--- config.mk ---
export PLATFORM = sky130hd
export DESIGN_NAME = i2s_tdm_rx_flat
export DESIGN_NICKNAME = d
export VERILOG_FILES = /design/src/rtl/i2s_tdm_rx_if.sv /design/src/rtl/i2s_tdm_rx.sv /design/src/flat_wrapper.sv
export SDC_FILE = /design/constraint.sdc
export NUM_CORES = 1
export LEC_CHECK = 0
export ABC_CLOCK_PERIOD_IN_PS = 1830
export CORE_UTILIZATION = 53
export DETAILED_ROUTE_END_ITERATION = 8
export GPL_TIMING_DRIVEN = 0
export PLACE_DENSITY = 0.76
export SYNTH_ARGS = -nofsm -noshare
export SYNTH_HDL_FRONTEND = slang
export SYNTH_SLANG_ARGS = --single-unit
--- constraint.sdc ---
create_clock -name i_sck -period 1.83 [get_ports i_sck]
set_input_delay 0.366 -clock i_sck [delete_from_list [all_inputs] [get_ports i_sck]]
set_output_delay 0.366 -clock i_sck [all_outputs]
set_load 0.01 [all_outputs]
--- src/rtl/i2s_tdm_rx_if.sv ---
// Output handshake bundle of the I2S/TDM receiver: sample word, channel tag, valid/ready.
interface i2s_tdm_rx_if #(
  parameter int DATA_WIDTH = 16,
  parameter int CH_W       = 1
);
  logic [DATA_WIDTH-1:0] o_data;
  logic [CH_W-1:0]       o_ch;
  logic                  o_valid;
  logic                  i_ready;

  modport master (output o_data, output o_ch, output o_valid, input i_ready);
  modport slave  (input o_data, input o_ch, input o_valid, output i_ready);
endinterface

--- src/rtl/i2s_tdm_rx.sv ---
// I2S / TDM serial receiver: a word enters the FIFO on the edge sampling its LSB, o_valid follows one cycle later.
// Backpressure: FIFO holds words while i_ready is low; a push into a full FIFO without a pop is dropped and flags o_overflow.
module i2s_tdm_rx #(
  parameter int  DATA_WIDTH = 16,
  parameter int  SLOT_WIDTH = 32,
  parameter int  NUM_CH     = 2,
  parameter int  FIFO_DEPTH = 4,
  localparam int CH_W       = (NUM_CH > 1) ? $clog2(NUM_CH) : 1
) (
  input  logic         i_sck,
  input  logic         i_sys_rst,
  input  logic         i_ws,
  input  logic         i_sd,
  input  logic         i_mode,
  input  logic         i_ovf_clr,
  i2s_tdm_rx_if.master out_if,
  output logic         o_overflow,
  output logic         o_frame_err,
  output logic         o_locked
);

  localparam int AW  = $clog2(FIFO_DEPTH);
  localparam int BCW = $clog2(SLOT_WIDTH + 1);
  localparam logic [BCW-1:0]  LAST_DBIT = BCW'(DATA_WIDTH - 1);
  localparam logic [BCW-1:0]  LAST_SBIT = BCW'(SLOT_WIDTH - 1);
  localparam logic [BCW-1:0]  DW_CNT    = BCW'(DATA_WIDTH);
  localparam logic [CH_W-1:0] LAST_SLOT = CH_W'(NUM_CH - 1);

  typedef enum logic {HUNT, RECV} state_t;

  state_t                state;
  logic                  ws_d;
  logic                  mode_d;
  logic [BCW-1:0]        bit_cnt;
  logic [CH_W-1:0]       slot_cnt;
  logic [DATA_WIDTH-1:0] shreg;

  logic                  ws_rise, ws_fall, mode_chg, in_word, tdm_last, push_vld;
  logic [DATA_WIDTH-1:0] word_nxt;

  assign ws_rise  = ~ws_d & i_ws;
  assign ws_fall  = ws_d & ~i_ws;
  assign mode_chg = i_mode != mode_d;
  assign in_word  = bit_cnt < DW_CNT;
  assign tdm_last = (bit_cnt == LAST_SBIT) && (slot_cnt == LAST_SLOT);
  assign word_nxt = {shreg[DATA_WIDTH-2:0], i_sd};
  // The current bit is folded in before any ws boundary is acted on, so an LSB sampled on a boundary edge still completes its word.
  assign push_vld = (state == RECV) && !mode_chg && (bit_cnt == LAST_DBIT);

  assign o_locked = (state == RECV);

  always_ff @(posedge i_sck or posedge i_sys_rst) begin
    if (i_sys_rst) begin
      state       <= HUNT;
      ws_d        <= 1'b0;
      mode_d      <= 1'b0;
      bit_cnt     <= '0;
      slot_cnt    <= '0;
      shreg       <= '0;
      o_frame_err <= 1'b0;
    end else begin
      ws_d        <= i_ws;
      mode_d      <= i_mode;
      o_frame_err <= 1'b0;
      if (in_word) shreg <= word_nxt;
      if (mode_chg) begin
        state <= HUNT;
      end else begin
        case (state)
          HUNT: begin
            if ((!i_mode && ws_fall) || (i_mode && ws_rise)) begin
              state    <= RECV;
              bit_cnt  <= '0;
              slot_cnt <= '0;
            end
          end
          RECV: begin
            if (!i_mode) begin
              if (ws_rise || ws_fall) begin
                if (bit_cnt < LAST_DBIT) o_frame_err <= 1'b1;
                bit_cnt  <= '0;
                slot_cnt <= CH_W'(i_ws);
              end else if (in_word) begin
                bit_cnt <= bit_cnt + BCW'(1);
              end
            end else begin
              if (ws_rise) begin
                if (!tdm_last) o_frame_err <= 1'b1;
                bit_cnt  <= '0;
                slot_cnt <= '0;
              end else if (tdm_last) begin
                o_frame_err <= 1'b1;
                state       <= HUNT;
              end else if (bit_cnt == LAST_SBIT) begin
                bit_cnt  <= '0;
                slot_cnt <= slot_cnt + CH_W'(1);
              end else begin
                bit_cnt <= bit_cnt + BCW'(1);
              end
            end
          end
          default: state <= HUNT;
        endcase
      end
    end
  end

  // Output FIFO; the extra pointer bit separates full from empty.
  logic [DATA_WIDTH+CH_W-1:0] mem [FIFO_DEPTH];
  logic [AW:0]                wr_ptr, rd_ptr;
  logic                       empty, full, pop, wr_en, drop;

  assign empty = wr_ptr == rd_ptr;
  assign full  = (wr_ptr[AW] != rd_ptr[AW]) && (wr_ptr[AW-1:0] == rd_ptr[AW-1:0]);
  assign pop   = !empty && out_if.i_ready;
  assign wr_en = push_vld && (!full || pop);
  assign drop  = push_vld && full && !pop;

  always_ff @(posedge i_sck) begin
    if (wr_en) mem[wr_ptr[AW-1:0]] <= {slot_cnt, word_nxt};
  end

  always_ff @(posedge i_sck or posedge i_sys_rst) begin
    if (i_sys_rst) begin
      wr_ptr     <= '0;
      rd_ptr     <= '0;
      o_overflow <= 1'b0;
    end else begin
      if (wr_en) wr_ptr <= wr_ptr + (AW+1)'(1);
      if (pop)   rd_ptr <= rd_ptr + (AW+1)'(1);
      if (drop)           o_overflow <= 1'b1;
      else if (i_ovf_clr) o_overflow <= 1'b0;
    end
  end

  assign out_if.o_valid             = !empty;
  assign {out_if.o_ch, out_if.o_data} = empty ? '0 : mem[rd_ptr[AW-1:0]];

endmodule
--- src/flat_wrapper.sv ---
// flat-port wrapper written by rule: the top's interface ports become plain ports
module i2s_tdm_rx_flat 
#(
  parameter int  DATA_WIDTH = 16,
  parameter int  SLOT_WIDTH = 32,
  parameter int  NUM_CH     = 2,
  parameter int  FIFO_DEPTH = 4,
  localparam int CH_W       = (NUM_CH > 1) ? $clog2(NUM_CH) : 1
)
  (i_sck, i_sys_rst, i_ws, i_sd, i_mode, i_ovf_clr, o_overflow, o_frame_err, o_locked, out_if_o_data, out_if_o_ch, out_if_o_valid, out_if_i_ready);
  i2s_tdm_rx_if #(.DATA_WIDTH(DATA_WIDTH)) out_if_i ();
  input  logic i_sck;
  input  logic i_sys_rst;
  input  logic i_ws;
  input  logic i_sd;
  input  logic i_mode;
  input  logic i_ovf_clr;
  output logic o_overflow;
  output logic o_frame_err;
  output logic o_locked;
  output wire logic [$bits(out_if_i.o_data)-1:0] out_if_o_data;
  output wire logic [$bits(out_if_i.o_ch)-1:0] out_if_o_ch;
  output wire logic [$bits(out_if_i.o_valid)-1:0] out_if_o_valid;
  input wire logic [$bits(out_if_i.i_ready)-1:0] out_if_i_ready;
  assign out_if_o_data = out_if_i.o_data;
  assign out_if_o_ch = out_if_i.o_ch;
  assign out_if_o_valid = out_if_i.o_valid;
  assign out_if_i.i_ready = out_if_i_ready;
  i2s_tdm_rx #(.DATA_WIDTH(DATA_WIDTH), .SLOT_WIDTH(SLOT_WIDTH), .NUM_CH(NUM_CH), .FIFO_DEPTH(FIFO_DEPTH)) u_core (.i_sck(i_sck), .i_sys_rst(i_sys_rst), .i_ws(i_ws), .i_sd(i_sd), .i_mode(i_mode), .i_ovf_clr(i_ovf_clr), .out_if(out_if_i), .o_overflow(o_overflow), .o_frame_err(o_frame_err), .o_locked(o_locked));
endmodule
==> impl_metrics.tcl, run 1 <==
set metrics [dict create \
    status "finished with violations" \
    violations "negative setup slack" \
    finalNetCount 343 \
    leakage_nw 2.12 \
    h-tree-depth 3 \
    drtIter0Drc 113 \
    dp_hpwl_um 4230 \
    synth_area_leaders "edfxtp_1, dfrtp_1, mux4_2, mux4_1, mux2_2" \
    place_inst 375 \
    fp.dieW_um 91.9 \
    fp.dieH_um 91.9 \
    grt_usage 0.227 \
    synth_adder_area_share 0.0263 \
    end_kind "output port" \
    syn_area_um2 4280 \
    num_rows 32 \
    clock_latency_ns 0.37 \
    synth-xor-area-share 0.0216 \
    synthCells 245 \
    cts_inserted_buffers 9 \
    vias 2453 \
    grt_pass1_wl_um 13500 \
    reg2reg_depth 9 \
    syn_to_final_growth_pct 28.9 \
    worst_path_largest_cell_delay_ns 0.45 \
    path_class "register to output port" \
    critPathBufInv 4 \
    clk_pin_slew_ns 0.10 \
    crit_path_end "out_if_o_ch" \
    yosys_warnings 0 \
    ys.flop_type "edfxtp_1" \
    cts_num_sinks 101 \
    crit_chain "buf_8, xor2_4, nor2_2, nand2_2, buf_6, buf_6, and2_4, buf_6" \
    hold_slack_ns 0.306 \
    synth_compound_area_frac 0.0278 \
    yosysMostFrequentCell "edfxtp_1" \
    place.port_buffers 27 \
    setup_violations 90 \
    gr-total-overflow 0 \
    final_max_slew_viol_count 0 \
    skew_ns 0.0167 \
    vias_per_cell 5.65 \
    synth_top_area_share 0.477 \
    cts_tree "done" \
    timing.rr.end "u_core.mem[2][5]" \
    wl_per_cell_um 20.2 \
    timing.final.crit_share 1.23 \
    firstDrtPassIters 4 \
    synth_common_cells "edfxtp_1, dfrtp_1, and2_1" \
    cpMostUsedCell "buf_6" \
    required_ns 1.46 \
    finalHoldViolCount 0 \
    worstHoldPathType "input port to register" \
    die-area_um2 8440 \
    drcViolationCount 0 \
    total_power_mw 6.66 \
    peakVddDrop_mv 0.704 \
    p_per_area_nw_per_um2 1210 \
    avgSynthCellArea_um2 17.5 \
    synth_edf_count 68 \
    place_congestion 0.784 \
    cp_num_cells 8 \
    antenna_found_initial 0 \
    synth-async-reset-ratio 0.327 \
    final_antenna_net_count 0 \
    synth_top_family_by_area "multiplexers" \
    setup_ws_ns -0.424 \
    cts_hold_buf 0 \
    ys_seq_elements 101 \
    ioPinCount 28 \
    r2r_slack_ns -0.36 \
    ys_seq_area_frac 0.670 \
    slowest_stage "dfrtp_2" \
    cp-start-kind "register" \
    antenna_cells 0 \
    max_freq_ghz 0.444 \
    cts-root-buf "clkbuf_8" \
    clockBufferDepth 2 \
    initial_core_util 0.551 \
    core-area_um2 7770 \
    synth.area.mux_share 0.143 \
    critical_path_arrival_ns 1.89 \
    tightest_slew_ns 0.866 \
    totalWireLength_um 8770 \
    synth_cell_types 45 \
    layout-drive-gt1-share 0.467 \
    critPathLaunch "u_core.rd_ptr[0]" \
    synthSimpleGateAreaFrac 0.0865 \
    cp_top_family "buffers and inverters" \
    grt_setup_unrepaired "yes" \
    grt_max_degree 22 \
    drv_cap 0 \
    rr_startpoint "u_core.rd_ptr[0]" \
    grt_pass1_vias 2436 \
    min_period_ns 2.25 \
    critPathMaxFanout 5 \
    syn-num-nets 261 \
    max_slew_margin 0.422 \
    synth_area_leader_cell "edfxtp_1" \
    stdcell_count 434 \
]
-- through the flow --
step	util	setup slack, ns	instance area (um2)	TNS (ns)
after detailed placement	0.605	-0.707	4700	-56.03
after floorplan	-	-0.0173	4290	-0.880
after CTS	0.705	-0.424	5480	-21.90
after global routing	0.711	-0.465	5520	-28.11
after global placement	0.603	-0.648	4680	-57.37
final	0.711	-0.424	5520	-23.73
-- state kept, by name, summed over array words and instances, names as in the netlist --
register	flops
u_core.o_frame_err	1
u_core.o_locked	1
u_core.rd_ptr	3
u_core.ws_d	1
u_core.mem	68
u_core.o_overflow	1
u_core.bit_cnt	6
u_core.mode_d	1
u_core.slot_cnt	1
u_core.shreg	15
u_core.wr_ptr	3
-- placed cells by master (no fill, tap or decap), drive strengths merged, types with 3 or more instances in the layout --
cell type / synthesis / routed
mux2: 17 / 17
clkbuf: 3 / 11
nand3b: 4 / 4
ha: 9 / 9
xor2: 3 / 3
nor2: 7 / 7
nor3: 5 / 5
edfxtp: 68 / 68
dfrtp: 33 / 33
mux4: 17 / 17
nand3: 4 / 4
buf: 7 / 65
inv: 11 / 13
clkdlybuf4s50: 0 / 8
and2: 21 / 26
nand2: 6 / 6
o21ai: 5 / 5
xnor2: 5 / 5
-- worst reg2reg max path, stage by stage (launching register included) --
cell and delay [ns]:
dfrtp_2 0.45, buf_8 0.16, xor2_4 0.16, buf_6 0.13
nor4_4 0.37, nor4b_4 0.10, buf_4 0.17, and2_4 0.16
buf_12 0.13, buf_12 0.13
-- worst min path at each step --
stage | startpoint | to | slack (ns) | cells after the start
floorplan | i_mode | u_core.mode_d | 0.40 | 0
CTS | i_ws | u_core.ws_d | 0.30 | 1
finish | i_ws | u_core.ws_d | 0.31 | 1
global placement | u_core.o_overflow | u_core.o_overflow | 0.49 | 1
global route | i_ws | u_core.ws_d | 0.31 | 1
detailed placement | u_core.o_overflow | u_core.o_overflow | 0.49 | 1
-- cells by family after synthesis --
| family | Yosys count |
|---|---|
| flops | 101 |
| simple gates | 55 |
| mux | 35 |
| buf+inv | 21 |
| compound gates | 16 |
| fa+ha+maj | 9 |
| xor+xnor | 8 |
-- metal layers --
layer | GRT usage | wire length, um
met1 | 0.287 | 3540
met2 | 0.384 | 4660
met3 | 0.0373 | 412
met4 | 0.109 | 161
met5 | 0 | 0
-- area by class of cell --
type	instances	area (um2)
Multi-Input combinational cell	128	1440
Buffer	10	106
Tap cell	102	128
Inverter	11	41.3
Timing Repair Buffer	66	724
Fill cell	477	2250
Clock inverter	7	82.6
Clock buffer	9	124
Sequential cell	101	2870
-- power by group --
part | total, mW | leakage, nW | internal [mW] | switching (mW)
Sequential | 2.62 | 1.01 | 2.52 | 0.0911
Combinational | 2.59 | 1.01 | 1.59 | 0.994
Clock | 1.46 | 0.0980 | 0.651 | 0.808
Total | 6.66 | 2.12 | 4.77 | 1.89
-- what timing repair did --
item	4_1_cts	5_1_grt
gates resized for setup	136	22
cloned	10	0
pin swaps	19	8
buffers inserted	32	5
setup endpoints to repair	93	96
(Power assumes the default switching activity.)
==> inputs of run 2 (changes only) <==
--- a/config.mk
+++ b/config.mk
@@ -6,10 +6,12 @@
 export NUM_CORES = 1
 export LEC_CHECK = 0
 export ABC_CLOCK_PERIOD_IN_PS = 1830
+export CAP_MARGIN = 20
 export CORE_UTILIZATION = 53
+export CTS_CLUSTER_SIZE = 40
 export DETAILED_ROUTE_END_ITERATION = 8
 export GPL_TIMING_DRIVEN = 0
-export PLACE_DENSITY = 0.76
+export PLACE_DENSITY_LB_ADDON = 0.2
 export SYNTH_ARGS = -nofsm -noshare
 export SYNTH_HDL_FRONTEND = slang
 export SYNTH_SLANG_ARGS = --single-unit
==> run 2 against run 1 <==
Compared with the run above: the run still ends with negative setup slack left; worst setup slack lost 0.037 ns; utilization is 0.47 points lower; clock skew is 0.0067 ns lower; critical endpoint is now out_if_o_data[1]; largest power group unchanged; highest routed layer unchanged.
==> impl_metrics.tcl, run 2 (synthesis results as in run 1) <==
set metrics [dict create \
    tightest_slew_ns 0.770 \
    wl_met2_um 4640 \
    layout-drive-gt1-share 0.449 \
    critical_path_arrival_ns 1.92 \
    die-area_um2 8440 \
    fp.dieW_um 91.9 \
    setup_ws_ns -0.461 \
    setup_tns_ns -14.16 \
    finalNetCount 343 \
    core-area_um2 7770 \
    power.share.clock 0.212 \
    gr-total-overflow 0 \
    drv_cap 0 \
    max_freq_ghz 0.437 \
    hold_start "i_ws" \
    place_congestion 0.757 \
    p_comb_frac 0.380 \
    initial_core_util 0.551 \
    grt_pass1_vias 2434 \
    clk_pin_slew_ns 0.10 \
    status "finished with violations" \
    total_power_mw 6.37 \
    cts_tree "done" \
    worstHoldPathType "input port to register" \
    clock_latency_ns 0.37 \
    cts_inserted_buffers 9 \
    path_class "register to output port" \
    place.port_buffers 27 \
    totalWireLength_um 8660 \
    grt_usage 0.221 \
    timing.final.crit_share 1.25 \
    final_max_slew_viol_count 0 \
    dp_hpwl_um 4320 \
    finalHoldViolCount 0 \
    final_cell_mix "edfxtp_1, dfrtp_1, buf_6, buf_4, mux2_2" \
    fp.dieH_um 91.9 \
    p_per_area_nw_per_um2 1160 \
    met3_length_um 363 \
    top_layer_used "met4" \
    syn_to_final_growth_pct 28.1 \
    detailed_place.area_um2 4710 \
    skew_ns 0.00998 \
    vias_per_cell 5.53 \
    drtIter0Drc 225 \
    grt_max_degree 20 \
    h-tree-depth 3 \
    wl_per_cell_um 20.0 \
    end_kind "output port" \
    clockBufferDepth 2 \
    violations "negative setup slack" \
    critPathMaxFanout 5 \
    cts-root-buf "clkbuf_8" \
    final_common_cell "edfxtp_1" \
    grt_pass1_wl_um 13400 \
    grt_setup_unrepaired "yes" \
    num_rows 32 \
    final_area_um2 5480 \
    drcViolationCount 0 \
    largest_reg_flops 68 \
    met1_length_um 3530 \
    rr_startpoint "u_core.rd_ptr[0]" \
    antenna_found_initial 0 \
    p_sw_frac 0.290 \
    critPathLaunch "u_core.rd_ptr[0]" \
    firstDrtPassIters 4 \
    antenna_cells 0 \
    cp-start-kind "register" \
    min_period_ns 2.29 \
    p_seq_frac 0.409 \
    cts_num_sinks 101 \
    leakage_nw 2.13 \
    p_int_mw 4.52 \
    max_slew_margin 0.486 \
    vias 2402 \
    final_antenna_net_count 0 \
    peakVddDrop_mv 0.469 \
    required_ns 1.46 \
    switchingPower_mw 1.84 \
    setup_violations 84 \
    final_core_utilization 0.706 \
    ioPinCount 28 \
]
==> run 2: cell count changes in the layout (fill, tap and decap cells not counted), moves of 2 or more <==
cell       before  now
nand2_1         2    4
buf_6          29   22
xor2_4          2    0
buf_4          17   22
bufbuf_16       0    2
buf_2           7   11
and2_4         21   14
xor2_2          1    3
nand2_2         3    1
ha_1            9    7
and2_1          5    9
==> run 2: cell type report <==
class / instances / area, um2
Buffer: 10 / 113
Clock buffer: 9 / 124
Clock inverter: 7 / 71.3
Fill cell: 493 / 2280
Inverter: 11 / 41.3
Multi-Input combinational cell: 127 / 1430
Sequential cell: 101 / 2870
Tap cell: 102 / 128
Timing Repair Buffer: 67 / 706
==> run 2: path summary, 6_finish.rpt <==
check / slack, ns / end / cells past startpoint
min in group asynchronous: 0.42 / u_core.shreg[2] / 2
hold / removal: 0.31 / u_core.ws_d / 1
setup / recovery: -0.46 / out_if_o_data[1] / 6
setup reg to reg: -0.26 / u_core.mem[2][7] / 7
max in group asynchronous: 0.86 / u_core.shreg[11] / 3
hold reg to reg: 0.52 / u_core.bit_cnt[0] / 1
==> run 2: power groups by stage <==
stage,clock [mW],combinational (mW),sequential [mW]
after floorplan,0,1.07,2.63
after detailed placement,0,1.77,2.65
after global routing,1.46,2.57,2.61
after CTS,1.37,2.21,2.60
final,1.35,2.42,2.60
after global placement,0,1.74,2.64
==> run 2: per-stage QoR <==
step / setup WS (ns) / cells / hold slack [ns]
detailed placement: -0.687 / 375 / 0.482
global placement: -0.656 / 374 / 0.483
global route: -0.522 / 434 / 0.317
CTS: -0.448 / 428 / 0.298
floorplan: -0.0173 / 245 / 0.397
finish: -0.461 / 434 / 0.307
==> run 2: worst max-delay path: stages, from the launching register on <==
cell and delay [ns]:
dfrtp_1 0.39, buf_8 0.15, buf_12 0.13, buf_12 0.11, mux4_2 0.50, and2_1 0.14, buf_2 0.13
==> run 2: routing by layer <==
metal,up-vias,GRT usage
met2,58,0.376
met3,11,0.0340
met1,1239,0.278
li1,1094,-
met5,-,0
met4,0,0.107
==> run 2: what timing repair did <==
item	CTS	global route
pin swaps	18	5
endpoints found under the setup margin	93	96
setup buffers	32	5
gates cloned	5	1
hold buffers	0	0
gates resized for setup	117	19
